[src/rtl/mig_pkg.sv]
// Shared definitions for the MIG command arbiter: FSM encoding, command word layout, default widths.
package mig_pkg;

  localparam int unsigned ADRW_DEF  = 28;
  localparam int unsigned DW_DEF    = 128;
  localparam int unsigned LEN_W     = 2;
  localparam int unsigned CMD_HDR_W = 4;

  // Command word is {id, wr, len, adr}; these offsets sit above the ADRW-bit address field.
  localparam int unsigned CMD_LEN_OFS = 0;
  localparam int unsigned CMD_WR_OFS  = 2;
  localparam int unsigned CMD_ID_OFS  = 3;

  typedef enum logic [1:0] {
    IDLE = 2'd0,
    CMD  = 2'd1,
    WDAT = 2'd2
  } arb_state_e;

endpackage

[src/rtl/mig_rr_pick.sv]
// Two-input winner select for the MIG command arbiter.
// MIG_ARB_FIXED_PRIO_EN: port 0 always wins a tie and no last-grant input exists.
module mig_rr_pick (
  input  logic v0,
  input  logic v1,
`ifndef MIG_ARB_FIXED_PRIO_EN
  input  logic lp,
`endif
  output logic any_c,
  output logic win_c
);

  assign any_c = v0 | v1;

`ifdef MIG_ARB_FIXED_PRIO_EN
  assign win_c = v1 & ~v0;
`else
  // On a tie the port that was not granted last wins.
  assign win_c = v1 & (~v0 | ~lp);
`endif

endmodule

[src/rtl/mig_cmd_arb.sv]
// Two-port arbiter feeding the MIG command and write-data async FIFOs.
// Build option MIG_ARB_FIXED_PRIO_EN selects fixed port-0 priority instead of round-robin.
module mig_cmd_arb
  import mig_pkg::*;
#(
  parameter int unsigned ADRW = ADRW_DEF,
  parameter int unsigned DW   = DW_DEF
) (
  input  logic                      clk,
  input  logic                      rst,

  input  logic                      req0_valid,
  output logic                      req0_ready,
  input  logic                      req0_wr,
  input  logic [LEN_W-1:0]          req0_len,
  input  logic [ADRW-1:0]           req0_adr,
  input  logic                      req0_wvalid,
  output logic                      req0_wready,
  input  logic [DW-1:0]             req0_wdata,

  input  logic                      req1_valid,
  output logic                      req1_ready,
  input  logic                      req1_wr,
  input  logic [LEN_W-1:0]          req1_len,
  input  logic [ADRW-1:0]           req1_adr,
  input  logic                      req1_wvalid,
  output logic                      req1_wready,
  input  logic [DW-1:0]             req1_wdata,

  output logic                      cmd_wen,
  input  logic                      cmd_wqfull,
  output logic [ADRW+CMD_HDR_W-1:0] cmd_wdata,

  output logic                      dat_wen,
  input  logic                      dat_wqfull,
  output logic [DW-1:0]             dat_wdata,

  output logic                      busy
);

  arb_state_e       state_q, state_d;
  logic [LEN_W-1:0] cnt_q, cnt_d;
  logic             id_q, id_d;
  logic             wr_q, wr_d;
  logic [LEN_W-1:0] len_q, len_d;
  logic [ADRW-1:0]  adr_q, adr_d;
  logic             any_c, win_c;
  logic             wvalid_c;

`ifndef MIG_ARB_FIXED_PRIO_EN
  logic lp_q, lp_d;
`endif

  mig_rr_pick u_pick (
    .v0    (req0_valid),
    .v1    (req1_valid),
`ifndef MIG_ARB_FIXED_PRIO_EN
    .lp    (lp_q),
`endif
    .any_c (any_c),
    .win_c (win_c)
  );

  // State and latched command registers.
  always_ff @(posedge clk) begin
    if (rst) begin
      state_q <= IDLE;
      cnt_q   <= '0;
      id_q    <= 1'b0;
      wr_q    <= 1'b0;
      len_q   <= '0;
      adr_q   <= '0;
    end else begin
      state_q <= state_d;
      cnt_q   <= cnt_d;
      id_q    <= id_d;
      wr_q    <= wr_d;
      len_q   <= len_d;
      adr_q   <= adr_d;
    end
  end

`ifndef MIG_ARB_FIXED_PRIO_EN
  // Last-granted pointer; port 1 after reset so port 0 takes the first tie.
  always_ff @(posedge clk) begin
    if (rst) lp_q <= 1'b1;
    else     lp_q <= lp_d;
  end
`endif

  // Next state and handshakes; everything is held at zero while rst is high.
  always_comb begin
    state_d     = state_q;
    cnt_d       = cnt_q;
    id_d        = id_q;
    wr_d        = wr_q;
    len_d       = len_q;
    adr_d       = adr_q;
`ifndef MIG_ARB_FIXED_PRIO_EN
    lp_d        = lp_q;
`endif
    req0_ready  = 1'b0;
    req1_ready  = 1'b0;
    req0_wready = 1'b0;
    req1_wready = 1'b0;
    cmd_wen     = 1'b0;
    cmd_wdata   = '0;
    dat_wen     = 1'b0;
    dat_wdata   = '0;
    busy        = 1'b0;
    wvalid_c    = 1'b0;

    if (!rst) begin
      busy = (state_q != IDLE);
      unique case (state_q)
        IDLE: begin
          if (any_c) begin
            req0_ready = ~win_c;
            req1_ready = win_c;
            id_d       = win_c;
            wr_d       = win_c ? req1_wr  : req0_wr;
            len_d      = win_c ? req1_len : req0_len;
            adr_d      = win_c ? req1_adr : req0_adr;
            state_d    = CMD;
          end
        end

        CMD: begin
          cmd_wen                                = ~cmd_wqfull;
          cmd_wdata[ADRW-1:0]                    = adr_q;
          cmd_wdata[ADRW+CMD_LEN_OFS +: LEN_W]   = len_q;
          cmd_wdata[ADRW+CMD_WR_OFS]             = wr_q;
          cmd_wdata[ADRW+CMD_ID_OFS]             = id_q;
          if (!cmd_wqfull) begin
`ifndef MIG_ARB_FIXED_PRIO_EN
            lp_d = id_q;
`endif
            if (wr_q) begin
              state_d = WDAT;
              cnt_d   = len_q;
            end else begin
              state_d = IDLE;
            end
          end
        end

        WDAT: begin
          wvalid_c    = id_q ? req1_wvalid : req0_wvalid;
          req0_wready = ~id_q & ~dat_wqfull;
          req1_wready = id_q & ~dat_wqfull;
          dat_wen     = wvalid_c & ~dat_wqfull;
          dat_wdata   = id_q ? req1_wdata : req0_wdata;
          // The beat pushed with the counter at zero closes the burst.
          if (dat_wen) begin
            if (cnt_q == '0) state_d = IDLE;
            else             cnt_d   = cnt_q - LEN_W'(1);
          end
        end

        default: state_d = IDLE;
      endcase
    end
  end

endmodule

[config.mk]
export PLATFORM = sky130hd
export DESIGN_NAME = mig_cmd_arb
export DESIGN_NICKNAME = d
export VERILOG_FILES = /design/src/rtl/mig_pkg.sv /design/src/rtl/mig_rr_pick.sv /design/src/rtl/mig_cmd_arb.sv
export SDC_FILE = /design/constraint.sdc
export NUM_CORES = 1
export LEC_CHECK = 0
export BUFFER_PORTS_ARGS = -buffer_cell sky130_fd_sc_hd__buf_4
export CORE_AREA = 10 10 184 186
export CTS_BUF_LIST = sky130_fd_sc_hd__clkbuf_4
export CTS_CLUSTER_SIZE = 30
export DETAILED_ROUTE_END_ITERATION = 12
export DIE_AREA = 0 0 194 196
export PLACE_DENSITY = 0.43
export SLEW_MARGIN = 15
export SYNTH_ARGS = -nofsm -noshare
export SYNTH_HDL_FRONTEND = slang
export SYNTH_SLANG_ARGS = --single-unit
[constraint.sdc]
create_clock -name clk -period 2 [get_ports clk]
set_clock_uncertainty 0.1 [all_clocks]
set_input_delay 0.1 -clock clk [delete_from_list [all_inputs] [get_ports clk]]
set_output_delay 0.1 -clock clk [all_outputs]
set_load 0.01 [all_outputs]
# Word-level counts from Yosys, hierarchy flattened
# Index checks and enable logic that the tools add are counted.
# totals
register_bits	37
in_bits	326
output_inout_bits	167
elab_cells	71
# classes
add_sub_neg	1
eq_ne	8
n_mux	35
n_bitwise	12
reduce_logical	8
# op_table
op	count
128-bit 2-to-1 mux	3
32-bit 2-to-1 mux	2
28-bit 2-to-1 mux	1
2-bit 2-to-1 mux	10
1-bit 2-to-1 mux	17
2-bit inequality test, second input constant	6
1-bit NOT	6
2-bit one-hot mux with 3 select lines	1
5-bit AND reduction	1
1-bit bitwise AND	4
2-bit logical NOT	2
2-bit one-hot mux with 2 select lines	1
2-bit AND reduction	2
4-bit AND reduction	1
2-bit nonzero test	2
2-bit by 1-bit equality test with 1-bit output, second input constant	1
2-bit equality test, second input constant	1
1-bit OR	2
2-bit by 1-bit subtractor with 2-bit output, second input constant	1

# Depth between registers and ports, before layout
# logic_depth
ltp_word	7
depth_mapped	6
mapped_depth_nobuf	6

# By module
# Synthesis repeated with hierarchy kept, for this count alone.
# unflattened
hier_cells	514
hier_area_um2	3953.8
# by_module_without_submodules
module	instances	cells_per_inst	area_each_um2	seq_area_each_um2
mig_cmd_arb	1	512	3940.0	740.7
mig_rr_pick	1	2	13.8	0.0

# Worst setup path before layout
# No wires, ideal clock.
# synth_path
path_type	register to output
from	reg state_q[0]
to	out dat_wdata[100]
arrival_time_ns	1.293
t_required_ns	1.800
slack_ns	0.507
stages_incl_launch_ff	7
path_buffers	3
path_cell_list	dfxtp_1 buf_4 and2b_1 nand2_1 buf_2 buf_2 nor2_1
# synth_between
elab_chain_cells	3
# synth_rtl
item	line_no	text
start: declaration	mig_cmd_arb.sv:41	arb_state_e state_q, state_d;
start signal: assignment	mig_cmd_arb.sv:74	state_q <= state_d;
2-bit equality test	mig_cmd_arb.sv:115	unique case (state_q)
128-bit 2-to-1 mux	mig_cmd_arb.sv:115	
128-bit 2-to-1 mux	mig_cmd_arb.sv:113	if (!rst) begin
end: declaration	mig_cmd_arb.sv:36	output logic [DW-1:0] dat_wdata,
# Every way passes these cells.

# Worst setup path in the final report
# layout_path
from	reg state_q[0]
to	out req0_wready
# layout_between
elab_chain_cells	3
# layout_rtl
item	line_no	text
2-bit equality test	mig_cmd_arb.sv:115	
1-bit 2-to-1 mux	mig_cmd_arb.sv:115	
1-bit 2-to-1 mux	mig_cmd_arb.sv:113	
end: declaration	mig_cmd_arb.sv:18	output logic req0_wready,
# Every way passes these cells.

==> results by group <==
Status
  – Status: finished, final reports clean

Worst setup path
  – RR Endpoint: adr_q[20]$_SDFFE_PP0P_
  – Capturing instance or port of the critical path: req0_wready
  – Crit-path slowest cell: dfxtp_4
  – Max incr delay on CP: 0.40 ns
  – Setup slack of the most critical reg-to-reg path: about 0.31 ns
  – Top cell family by delay on the critical path: simple AND/OR/NAND/NOR gates
  – Data arrival time of the critical path: approximately 1.7 ns
  – Launch point of the critical path: state_q[0]$_SDFFE_PP0P_
  – Number of gates on the worst path with buffers counted: 5
  – Critical path peak fanout: 31
  – Launching point of the worst reg2reg path: state_q[0]$_SDFFE_PP0P_
  – Type of the worst setup path: reg -> out
  – Register-to-Register Path Depth: 5
  – WP buf/inv: 2
  – Crit path required time: about 1.8 ns
  – Cells along the critical path: and2b_4 > nand2_8 > buf_16 > nor3_1 > buf_4
  – Type of element launching the critical path: register
  – Endpoint class of the critical path: output pin

Die
  – Die width: 194 um
  – Die height: 196 um
  – Initial standard-cell utilization of the core: 12.6%
  – Number of top-level pins: 493
  – Count of standard-cell rows: 64
  – Total Die Area: 0.0380 mm^2
  – Floorplan Core Area: 0.0303 mm^2

Worst hold path
  – Launch point of the worst hold path: req1_adr[7]
  – Depth of the worst hold-timing path: 3
  – Kind of path behind the tightest hold check: in -> reg

GRT
  – Number of antenna violations at the first check in global routing: 2
  – Pin count of the biggest net entering global routing: 59
  – GRT Resource Usage Total: 14.0%
  – Leftover overflow at the end of global routing: 0
  – Via count of the first global-routing pass: 5944
  – Wire length of the first global-routing pass: 41300 um

Power and ir drop
  – Cell-internal power: roughly 0.0019 W
  – Logic gate share of total power: 49.6%
  – Share of power burned in registers: 30.7%
  – Part of the total power dissipated in the clock network: 19.7%
  – Maximum vdd drop: around 230 uV
  – Switching component of the power: 0.000879 W
  – Sw frac: roughly a third
  – Leakage power of the design: 4.14 nW
  – Cell Pwr Density: ~320 mW/mm^2

Synthesis
  – Synth top area share: 38.0%
  – Post-synth design cell area: about 0.0038 mm^2
  – Leading cell types by total area after synthesis: mux2i_1, dfxtp_1, nor2_1
  – Fraction of the yosys area taken by sequential cells: between 15 and 20%
  – Number of warnings printed during yosys synthesis: 0
  – Synth Register Bits: 37
  – Distinct cell type count after synthesis: 36
  – Most area-hungry cell type in the Yosys netlist: mux2i_1
  – Total nets after synthesis: 840
  – Post-Synthesis Cells: 513
  – Avg Synthesized Cell Area: about 7.4 um^2

Finish
  – Final core utilization: 29.0%
  – Area Growth Syn to Fin: 130%
  – Filler Cells Inserted: 3338
  – Design area: 0.00877 mm^2
  – Fraction of final layout cells with drive strength greater than 1: between 50% and 60%
  – Final layout net count: 1368

Routing
  – Count of routing violations after the opening detailed-route iteration: approximately 140
  – DR pass1 iterations: 4
  – Total routed wire length on the met1 layer: 11400 um
  – Total routed wirelength: a little under 30000 um
  – Highest routed layer: met4
  – Via count normalized by instance count: roughly 3.9
  – WL/cell: between 20 and 25 um
  – Routed wl met2: 15600 um
  – DR WL met3: 2040 um
  – Via total after detailed routing: around 5600
  – DRT antenna net count: 0
  – DRC violation count after routing: 0

Clock tree
  – Master cell of the clock root buffer: clkbuf_4
  – TritonCTS clock tree: done
  – Clk_lat worst skew: 0.36 ns
  – TritonCTS buffer count: 5
  – Number of buffers between clock root and the deepest sink: 2
  – Clock sink count: 37
  – CTS HTree Levels: 2
  – CTS clock-pin slew for the worst setup and hold paths: 0.13 ns

STA
  – Final worst-path cycle share: 95.7%
  – Fmax achieved: 523 MHz
  – Setup repair after global routing missed its margin: yes
  – Post-layout minimum cycle time: 1.91 ns
  – Total negative setup slack: 0 ns
  – Final hold vios: 0
  – Pin slew with the least headroom to its limit: between 0.7 and 0.8 ns
  – Worst rel slew slack: 49.6%
  – Total setup violations reported at the end of the flow: 0
  – Final number of max-transition violations: 0

Placement
  – Estimated wirelength of the detail-placed design: 24500 um
  – Port bufs: around 500
  – Placement-stage cell area: 0.00801 mm^2
  – Routability cong.: 0.826

Run
  – Max-cap check violation count: 0
## layout by cell type, fill, tap and decap left out, types with 2 or more instances in the layout
master | synthesis | routed
nor3_1 | 3 | 3
nor2_1 | 168 | 161
nor3b_1 | 2 | 2
inv_1 | 5 | 5
dfxtp_4 | 0 | 2
nand2b_1 | 2 | 2
a22oi_1 | 7 | 7
a211oi_1 | 16 | 16
a21oi_1 | 11 | 11
clkbuf_4 | 0 | 5
buf_6 | 2 | 3
a221o_1 | 9 | 9
and2_1 | 23 | 23
dfxtp_1 | 37 | 35
o21ai_0 | 2 | 2
mux2i_2 | 0 | 3
nand2_1 | 19 | 18
buf_4 | 2 | 505
mux2i_1 | 145 | 142
nor2_2 | 0 | 7
buf_16 | 0 | 4
dlygate4sd3_1 | 0 | 52
buf_12 | 0 | 3
## logic make-up (layout without fill, tap and decap cells)
kind of cell,count (synthesis),count (layout),share of synthesized area [%]
AOI/OAI and AO/OA,52,52,10.2
other,0,1,0
adders and majority gates,1,1,0.328
muxes,145,145,38.0
and+or+nand+nor,226,226,25.4
DFF,37,37,19.4
buffers and inverters,52,581,6.66
## tightest hold or removal path, stage by stage
cell and delay [ns]:
buf_4 0.11, mux2i_1 0.14, a211oi_1 0.09
## layer usage
layer	vias to the layer above	global-route usage (%)
met5	-	0
met4	0	2.48
met3	15	3.68
met2	246	26.1
met1	2547	15.8
li1	2823	-
## through the flow
stage | power, W | hold slack, ns | cells | worst slack [ns]
after floorplan | 0.00141 | 0.138 | 513 | 0.507
after global placement | 0.00215 | 0.226 | 1373 | 0.179
after detailed placement | 0.00214 | 0.227 | 1373 | 0.194
after CTS | 0.00283 | 0.00131 | 1438 | -0.0459
after global routing | 0.00297 | 0.0330 | 1439 | -0.00265
final | 0.00278 | 0.0100 | 1439 | 0.0868
## worst min path at each step
stage / to / slack, ns
detailed placement: adr_q[2]$_SDFFE_PP0P_ / 0.23
global route: len_q[1]$_SDFFE_PP0P_ / 0.03
floorplan: adr_q[19]$_SDFFE_PP0P_ / 0.14
global placement: adr_q[2]$_SDFFE_PP0P_ / 0.23
finish: adr_q[7]$_SDFFE_PP0P_ / 0.01
CTS: adr_q[7]$_SDFFE_PP0P_ / 0.001
## cell usage after synthesis
cell	n
a2111o_1	1
a211oi_1	16
a21boi_1	1
a21oi_1	11
a221o_1	9
a22oi_1	7
a31o_2	1
and2_0	1
and2_1	23
and2b_1	1
and3_1	1
buf_1	3
buf_2	29
buf_4	2
buf_6	2
clkbuf_1	11
dfxtp_1	37
ha_1	1
inv_1	5
mux2i_1	145
nand2_1	19
nand2b_1	2
nand3_1	1
nor2_1	168
nor3_1	3
nor3_2	1
nor3b_1	2
nor3b_2	1
nor4_1	1
nor4_4	1
o2111a_1	1
o21ai_0	2
o21ai_1	1
o31ai_1	1
o32ai_1	1
or2_1	1
## layout make-up
| type | instances | area (um^2) | area share, % |
|---|---|---|---|
| Tap cell | 396 | 495 | 5.65 |
| Multi-Input combinational cell | 424 | 2890 | 32.9 |
| Sequential cell | 37 | 748 | 8.53 |
| Clock inverter | 3 | 41.3 | 0.471 |
| Inverter | 5 | 18.8 | 0.214 |
| Timing Repair Buffer | 568 | 4540 | 51.8 |
| Clock buffer | 5 | 37.5 | 0.428 |
| Antenna cell | 1 | 2.50 | 0.0285 |
## sequential cells by signal (all words and copies together) (netlist names)
signal / cells
len_q: 2
adr_q: 28
state_q: 2
cnt_q: 2
lp_q: 1
id_q: 1
wr_q: 1
## power groups by stage
| stage | Combinational [W] | Sequential, W | Clock (W) |
|---|---|---|---|
| 2_1_floorplan | 0.000563 | 0.000847 | 0 |
| 3_3_place_gp | 0.00128 | 0.000865 | 0 |
| 3_5_place_dp | 0.00128 | 0.000867 | 0 |
| 4_1_cts | 0.00140 | 0.000853 | 0.000579 |
| 5_1_grt | 0.00150 | 0.000863 | 0.000602 |
| 6_report | 0.00138 | 0.000852 | 0.000548 |
## timing repair
action	CTS	global route
pin swaps	2	0
setup buffers	3	0
endpoints found under the hold margin	29	0
hold buffers	52	0
setup endpoints to repair	123	92
resized for setup	9	16
gates cloned	2	1
Note: power is estimated with default switching activity, not from simulation.
